==> config.mk <==
export PLATFORM = sky130hd
export DESIGN_NAME = alu_arbiter
export DESIGN_NICKNAME = d
export VERILOG_FILES = /design/src/rtl/alu_arbiter.sv
export SDC_FILE = /design/constraint.sdc
export NUM_CORES = 1
export LEC_CHECK = 0
export ABC_CLOCK_PERIOD_IN_PS = 1200
export BUFFER_PORTS_ARGS = -buffer_cell sky130_fd_sc_hd__clkbuf_2
export CORE_MARGIN = 2
export CORE_UTILIZATION = 39
export DETAILED_ROUTE_END_ITERATION = 10
export PLACE_DENSITY = 0.77
export SLEW_MARGIN = 10
export SYNTH_ARGS = -nofsm -noshare
export SYNTH_HDL_FRONTEND = slang
export SYNTH_SLANG_ARGS = --single-unit
export TNS_END_PERCENT = 10
==> constraint.sdc <==
create_clock -name clk -period 1.2 [get_ports clk]
set_input_delay 0.24 -clock clk [delete_from_list [all_inputs] [get_ports clk]]
set_output_delay 0.24 -clock clk [all_outputs]
set_load 0.05 [all_outputs]
==> src/rtl/alu_arbiter.sv <==
// Round-robin arbiter sharing one external 4-bit alu between N_REQ requesters.
// Optional per-requester saturating grant counters: define ALU_ARB_GRANT_CNT_EN.

package alu_pkg;
  typedef enum logic [2:0] {
    ALU_ADD = 3'd0,
    ALU_SUB = 3'd1,
    ALU_AND = 3'd2,
    ALU_OR  = 3'd3,
    ALU_XOR = 3'd4,
    ALU_LSL = 3'd5,
    ALU_LSR = 3'd6,
    ALU_SLT = 3'd7
  } alu_operation_t;
endpackage

module alu_arbiter
  import alu_pkg::*;
#(
  parameter int N_REQ = 2,
  parameter int ID_W  = (N_REQ > 1) ? $clog2(N_REQ) : 1,
  parameter int CNT_W = 8
) (
  input  logic                   clk,
  input  logic                   rst_n,
  input  logic [N_REQ-1:0]       req_valid,
  output logic [N_REQ-1:0]       req_ready,
  input  logic [N_REQ*4-1:0]     req_op1,
  input  logic [N_REQ*4-1:0]     req_op2,
  input  alu_operation_t         req_operation [N_REQ],
  output logic [3:0]             alu_op1,
  output logic [3:0]             alu_op2,
  output alu_operation_t         alu_operation,
  input  logic [3:0]             alu_result,
  input  logic                   alu_zero,
  output logic                   rsp_valid,
  input  logic                   rsp_ready,
  output logic [ID_W-1:0]        rsp_id,
  output logic [3:0]             rsp_result,
  output logic                   rsp_zero
`ifdef ALU_ARB_GRANT_CNT_EN
  ,
  output logic [N_REQ*CNT_W-1:0] grant_cnt
`endif
);

  generate
    if (N_REQ < 2 || N_REQ > 8 || CNT_W < 1 || ID_W < 1) begin : g_bad_params
      $error("alu_arbiter: unsupported parameter values");
    end
  endgenerate

  typedef enum logic [1:0] {IDLE, EXEC, RESP} state_t;

  localparam logic [ID_W:0] SUM_N  = (ID_W + 1)'(N_REQ);
  localparam logic [ID_W-1:0] LAST = ID_W'(N_REQ - 1);

  state_t          state_reg;
  logic [ID_W-1:0] rr_ptr_reg;
  logic [ID_W-1:0] id_reg;
  logic [3:0]      op1_reg;
  logic [3:0]      op2_reg;
  alu_operation_t  operation_reg;
  logic            rsp_valid_reg;
  logic [ID_W-1:0] rsp_id_reg;
  logic [3:0]      rsp_result_reg;
  logic            rsp_zero_reg;

  logic [N_REQ-1:0] rot_valid;
  logic             grant_found;
  logic [ID_W-1:0]  grant_pos;
  logic [ID_W:0]    grant_sum;
  logic [ID_W-1:0]  grant_idx;
  logic             accept;

  // Rotate the request vector so bit 0 is the requester at rr_ptr; the first
  // set bit is then the round-robin winner's offset from the pointer.
  assign rot_valid = N_REQ'({req_valid, req_valid} >> rr_ptr_reg);

  always_comb begin
    grant_found = 1'b0;
    grant_pos   = '0;
    for (int k = N_REQ - 1; k >= 0; k--) begin
      if (rot_valid[k]) begin
        grant_found = 1'b1;
        grant_pos   = ID_W'(k);
      end
    end
  end

  always_comb begin
    grant_sum = {1'b0, rr_ptr_reg} + {1'b0, grant_pos};
    if (grant_sum >= SUM_N) begin
      grant_idx = ID_W'(grant_sum - SUM_N);
    end else begin
      grant_idx = ID_W'(grant_sum);
    end
  end

  assign accept = (state_reg == IDLE) && grant_found;

  // req_ready is gated by rst_n so it drops the moment reset is asserted.
  generate
    for (genvar gi = 0; gi < N_REQ; gi++) begin : g_ready
      assign req_ready[gi] = rst_n && accept && (grant_idx == ID_W'(gi));
    end
  endgenerate

  always_ff @(posedge clk or negedge rst_n) begin
    if (!rst_n) begin
      state_reg      <= IDLE;
      rr_ptr_reg     <= '0;
      id_reg         <= '0;
      op1_reg        <= '0;
      op2_reg        <= '0;
      operation_reg  <= ALU_ADD;
      rsp_valid_reg  <= 1'b0;
      rsp_id_reg     <= '0;
      rsp_result_reg <= '0;
      rsp_zero_reg   <= 1'b0;
    end else begin
      case (state_reg)
        IDLE: begin
          if (accept) begin
            op1_reg       <= req_op1[{grant_idx, 2'b00} +: 4];
            op2_reg       <= req_op2[{grant_idx, 2'b00} +: 4];
            operation_reg <= req_operation[grant_idx];
            id_reg        <= grant_idx;
            state_reg     <= EXEC;
          end
        end
        EXEC: begin
          rsp_result_reg <= alu_result;
          rsp_zero_reg   <= alu_zero;
          rsp_id_reg     <= id_reg;
          rsp_valid_reg  <= 1'b1;
          state_reg      <= RESP;
        end
        RESP: begin
          if (rsp_ready) begin
            rsp_valid_reg <= 1'b0;
            rr_ptr_reg    <= (rsp_id_reg == LAST) ? '0 : rsp_id_reg + 1'b1;
            state_reg     <= IDLE;
          end
        end
        default: begin
          state_reg <= IDLE;
        end
      endcase
    end
  end

  assign alu_op1       = op1_reg;
  assign alu_op2       = op2_reg;
  assign alu_operation = operation_reg;
  assign rsp_valid     = rsp_valid_reg;
  assign rsp_id        = rsp_id_reg;
  assign rsp_result    = rsp_result_reg;
  assign rsp_zero      = rsp_zero_reg;

`ifdef ALU_ARB_GRANT_CNT_EN
  generate
    for (genvar gi = 0; gi < N_REQ; gi++) begin : g_cnt
      logic [CNT_W-1:0] cnt_reg;
      always_ff @(posedge clk or negedge rst_n) begin
        if (!rst_n) begin
          cnt_reg <= '0;
        end else if (req_valid[gi] && req_ready[gi] && (cnt_reg != {CNT_W{1'b1}})) begin
          cnt_reg <= cnt_reg + 1'b1;
        end
      end
      assign grant_cnt[gi*CNT_W +: CNT_W] = cnt_reg;
    end
  endgenerate
`endif

endmodule

==> results of run 1 <==
report_power, final:
group,switching [W],internal (W),total [W]
logic,0.00179,0.00130,0.00308
registers,0.000220,0.00111,0.00133
clock network,0.000225,0.000117,0.000343
total,0.00223,0.00252,0.00476
cells in the final DEF, fill, tap and decap left out, types with 2 or more instances in the layout:
master,Yosys,final
a221o_2,3,3
a221o_1,8,8
clkbuf_16,0,2
inv_1,2,2
buf_4,0,23
nand2_1,2,2
buf_6,1,6
and3_1,10,7
mux2_4,0,3
a21oi_1,2,2
clkbuf_2,0,31
clkbuf_4,0,7
dfrtp_1,22,22
mux2_2,6,3
and3_4,1,6
worst reg2reg max path, stage by stage (launching register included):
cell	delay (ps)
dfrtp_1	410
buf_4	140
buf_6	120
and2b_4	310
mux2_2	350
per-layer routing:
layer,up-vias,track usage (%)
met3,4,1.98
met4,0,8.97
li1,409,-
met5,-,0
met1,454,23.2
met2,27,38.5
logic make-up (layout without fill, tap and decap cells):
logic type | Yosys count | in the layout
flops | 22 | 22
mux | 6 | 6
compound gates | 17 | 17
buf+inv | 7 | 72
simple gates | 22 | 22
timing repair:
item                                    in CTS  in global routing
pin swaps                                    4                  1
endpoints found under the hold margin       22                  0
endpoints found under the setup margin      29                 38
resized for setup                           24                 39
setup buffers                                2                  2
hold buffers                                 1                  0
through the flow:
stage	utilization, %	instance area (um^2)	power [W]	setup TNS (ps)	setup slack, ps
finish	66.7	1500	0.00476	-3800	-411
global route	66.7	1500	0.00498	-4590	-474
CTS	63.9	1440	0.00449	-2980	-391
detailed placement	57.7	1300	0.00388	-1770	-175
global placement	57.7	1300	0.00382	-1490	-150
floorplan	-	957	0.00320	-747	-146
layout make-up:
cell class                      instances  area (um^2)
Fill cell                             168          751
Sequential cell                        22          551
Timing Repair Buffer                   67          485
Multi-Input combinational cell         45          403
Tap cell                               28         35.0
Clock buffer                            3         22.5
Inverter                                2         7.51
how the worst min path moves through the flow:
stage | end | slack (ps) | cells past startpoint
floorplan | alu_op1[0] | -60 | 0
global placement | alu_operation[1] | 210 | 2
detailed placement | alu_operation[1] | 220 | 2
CTS | alu_op1[0] | 150 | 2
global route | alu_op2[1] | 130 | 2
finish | alu_op2[1] | 150 | 2
==> out/results.tsv, run 1 <==
metric	value	unit
status	complete, but fails checks	
failing checks	negative setup slack	
Num CTS Buffers	3	
crit-path max FO	3	
Worst Path Class, Setup	reg2out	
Synth Area in Compound Gates	15.8	%
ys flop type	dfrtp_1	
Max Cap Viol	0	
wire length per cell	16.2	um
Area contributors post-synth	dfrtp_1 (58%), a221o_1 (8.4%), mux2_2 (7.1%)	
delay-heaviest family, CP	simple AND/OR/NAND/NOR gates	
HPWL Detailed	1.89	mm
top-count cell post-synth	dfrtp_1	
R2R cell count	4	
Yosys cell types	24	
DRC Markers	0	
worst hold-check path type	in2reg	
global-route wire length before repair	4.13	mm
grt ovf	0	
mux contribution to synthesized area	7.11	%
wire length on met3	83	um
stages on the worst setup path	4	
Worst R2R Start	state_reg[1]	
end of the critical path	req_ready[1]	
Hold WS	152	ps
CP bufs+invs	1	
Die Area	2850	um^2
Final min period	1610	ps
Slew Viols, Final	0	
main combinational cell family by area after synthesis	compound AO/OA/AOI/OAI gates	
DR WL met2	1.55	mm
DRT met1 WL	1.03	mm
Worst EP arrival	1370	ps
warnings from Yosys	0	
Synth async-reset ratio	100	%
Worst-Margin Slew	226	ps
uppermost layer routed	met4	
Post-synth EDFFs	0	
Die Ht	53.4	um
via count	894	
maximum clock frequency	621	MHz
clk buf depth	2	
share of cells above drive strength 1	64.0	%
DR pass1 iterations	4	
CP peak stage delay	410	ps
Synth top area share	57.9	%
Slowest-stage cell, CP	dfrtp_1	
final hold viol count	0	
Placed Cells	159	
final setup vio count	19	
Cells after Synth	74	
initial antenna violation count	0	
wirelength, routed	2.70	mm
CTS root buf	clkbuf_4	
Reg2Reg Setup Slack	-230	ps
Post-Syn Nets	106	
adder and majority gate portion of the synthesized area	0	%
Area growth syn-to-layout	58.2	%
vias in the first global route	891	
initial DRC count	34	
GRT Util Overall	20.6	%
cell taking the most area after synthesis	dfrtp_1	
Nets	173	
antenna cells	0	
Via density	5.35	
Worst Setup Start Kind	flop	
Non-Filler Instances	167	
Die Span X	53.4	um
Worst VDD drop	2.12	mV
post-route ant nets	0	
Row Count	17	
Starting Density	42.2	%
Leak Pwr	0.793	nW
worst skew pair latency	310	ps
synth cell count leaders	dfrtp_1 (22), and3_1 (10), a221o_1 (8)	
Synth Area in Simple Gates	15.4	%
Mapped Area	951	um^2
I/O Buffers	51	
clock skew	7.60	ps
GP Congestion	0.829	
post-synthesis register bit count	22	
CP cell instances	nor2_2, and3_4, and2_4, clkbuf_16	
Pwr Density	3160	nW/um^2
CP required	960	ps
Ports	52	
syn avg cell area	12.9	um^2
Seq/Total Area, Yosys	57.9	%
slew margin rel.	84.8	%
H-Tree Depth	1	
Clock Sinks	22	
Clock transition at path regs	130	ps
core box area	2250	um^2
Tcrit/Tclk final	134	%
Setup crit end kind	output pin	
largest net degree at the start of global routing	15	
TritonCTS clock tree	done	
Post-Synth XOR/XNOR Area	0	%
Critical Path Source	state_reg[1]	
Worst Min Path Start	req_op2[5]	
Worst R2R End	rsp_result[3]	
Worst Slack Setup Final	-411	ps
RSZ-0062 raised after global routing	yes	
No activity file was read; power rests on OpenSTA's default activity.
==> inputs of run 2 (changes only) <==
--- a/config.mk
+++ b/config.mk
@@ -8,9 +8,9 @@
 export ABC_CLOCK_PERIOD_IN_PS = 1200
 export BUFFER_PORTS_ARGS = -buffer_cell sky130_fd_sc_hd__clkbuf_2
 export CORE_MARGIN = 2
-export CORE_UTILIZATION = 39
+export CORE_UTILIZATION = 30
 export DETAILED_ROUTE_END_ITERATION = 10
-export PLACE_DENSITY = 0.77
+export PLACE_DENSITY = 0.63
 export SLEW_MARGIN = 10
 export SYNTH_ARGS = -nofsm -noshare
 export SYNTH_HDL_FRONTEND = slang
==> run 2 against run 1 <==
- maximum frequency grew 0.34%
- the flow still finishes with violations (negative setup slack)
- clock skew shrank 4.2 ps
- critical endpoint unchanged
- die area grew 28%
- routed wire length shrank 9.0%
- global-route usage shrank 6.2 points
- sequential share of layout area shrank 1.4 points
==> out/results.tsv, run 2 (synthesized netlist as in run 1, its figures left out) <==
metric	value	unit
status	complete, but fails checks	
failing checks	negative setup slack	
initial antenna violation count	0	
fin util	51.7	%
Clock Sinks	22	
Clock transition at path regs	120	ps
Num CTS Buffers	3	
Ports	52	
RSZ-0062 raised after global routing	yes	
Die Span X	60.3	um
Die Area	3640	um^2
leading cell type in the layout, fill and taps excluded	clkbuf_2	
TritonCTS clock tree	done	
Tcrit/Tclk final	134	%
Setup crit end kind	output pin	
CTS root buf	clkbuf_4	
global-route wire length before repair	3.84	mm
Slowest-stage cell, CP	dfrtp_1	
Critical Path Source	state_reg[0]	
Worst Path Class, Setup	reg2out	
worst skew pair latency	310	ps
setup TNS	-4780	ps
via count	883	
clk buf depth	2	
Worst Setup Start Kind	flop	
wirelength, routed	2.46	mm
Area growth syn-to-layout	64.6	%
vias in the first global route	876	
Multi-input gate area	384	um^2
FILL cells	284	
share of cells above drive strength 1	64.3	%
maximum clock frequency	623	MHz
Max Cap Viol	0	
final setup vio count	20	
I/O Buffers	51	
Worst R2R Start	rr_ptr_reg	
Leak Pwr	0.826	nW
Nets	176	
CP cell instances	nor2_4, and3_4, and2_4, clkbuf_16	
initial DRC count	9	
commonest cells after routing, fill and taps aside	clkbuf_2 (31), buf_4 (28), dfrtp_1 (22)	
FF+latch area	551	um^2
antenna cells	0	
CP bufs+invs	1	
grt ovf	0	
Slew Viols, Final	0	
largest net degree at the start of global routing	19	
Placed Cells	179	
Final min period	1610	ps
Worst Slack Setup Final	-406	ps
DRC Markers	0	
clock skew	3.44	ps
HPWL Detailed	1.86	mm
GP Congestion	0.674	
Worst VDD drop	1.42	mV
Worst EP arrival	1370	ps
post-route ant nets	0	
DR pass1 iterations	5	
H-Tree Depth	1	
CP required	960	ps
slew margin rel.	85.0	%
Row Count	20	
crit-path max FO	4	
Pwr Density	3170	nW/um^2
Worst-Margin Slew	225	ps
Starting Density	31.4	%
Die Ht	60.3	um
delay-heaviest family, CP	simple AND/OR/NAND/NOR gates	
final hold viol count	0	
Worst Min Path Start	req_operation[0]	
wire length per cell	13.1	um
Via density	4.72	
Non-Filler Instances	187	
GRT Util Overall	14.4	%
CP peak stage delay	420	ps
core box area	3030	um^2
worst hold-check path type	in2reg	
run 2: cell types whose count changed in the layout (fill, tap and decap cells not counted), moves of 2 or more:
cell	delta
buf_4	+5
and3_4	-4
clkbuf_4	-3
mux2_2	+3
and3_2	+2
and3_1	+2
mux2_4	-3
run 2: metrics by stage:
step / hold WS [ps] / cell area [um^2] / power, W / worst slack [ps]
finish: 152 / 1570 / 0.00496 / -406
global route: 130 / 1570 / 0.00522 / -482
CTS: 142 / 1530 / 0.00482 / -412
detailed placement: 211 / 1350 / 0.00398 / -183
global placement: 219 / 1350 / 0.00393 / -161
floorplan: -55.6 / 957 / 0.00320 / -146
run 2: repair_timing:
action / CTS / global route
setup buffers: 1 / 2
endpoints found under the hold margin: 22 / 0
pin swaps: 11 / 4
gates resized for setup: 28 / 26
gates cloned: 0 / 0
endpoints found under the setup margin: 36 / 39
hold buffers: 1 / 0
run 2: final cells by class:
| type | count | share of cell area (%) |
|---|---|---|
| clock buffer | 3 | 1.44 |
| tap | 44 | 3.52 |
| clock inverter | 1 | 1.92 |
| timing repair buffer | 70 | 32.9 |
| inverter | 2 | 0.480 |
| multi-input combinational | 45 | 24.5 |
| sequential | 22 | 35.2 |
run 2: worst paths after layout:
path,end,slack (ps),cells past startpoint
min in group asynchronous,alu_operation[0],460,3
worst max-delay path,req_ready[1],-410,4
max in group asynchronous,alu_operation[1],480,3
worst max register to register,alu_op2[3],-350,6
worst min register to register,id_reg,510,1
worst min-delay path,alu_operation[0],150,2
run 2: power breakdown:
part	switching (W)	internal [W]	leakage [nW]	total (W)
Clock	0.000229	0.000338	0.0279	0.000567
Combinational	0.00174	0.00130	0.531	0.00304
Sequential	0.000240	0.00111	0.268	0.00135
run 2: layer usage:
metal  global-route usage [%]  vias up  share of wire (%)
li1                         -      418                  -
met1                     16.8      423                 39
met2                     25.5       40                 52
met3                     3.68        2                7.7
met4                     4.76        0               0.98
met5                        0        -                  0
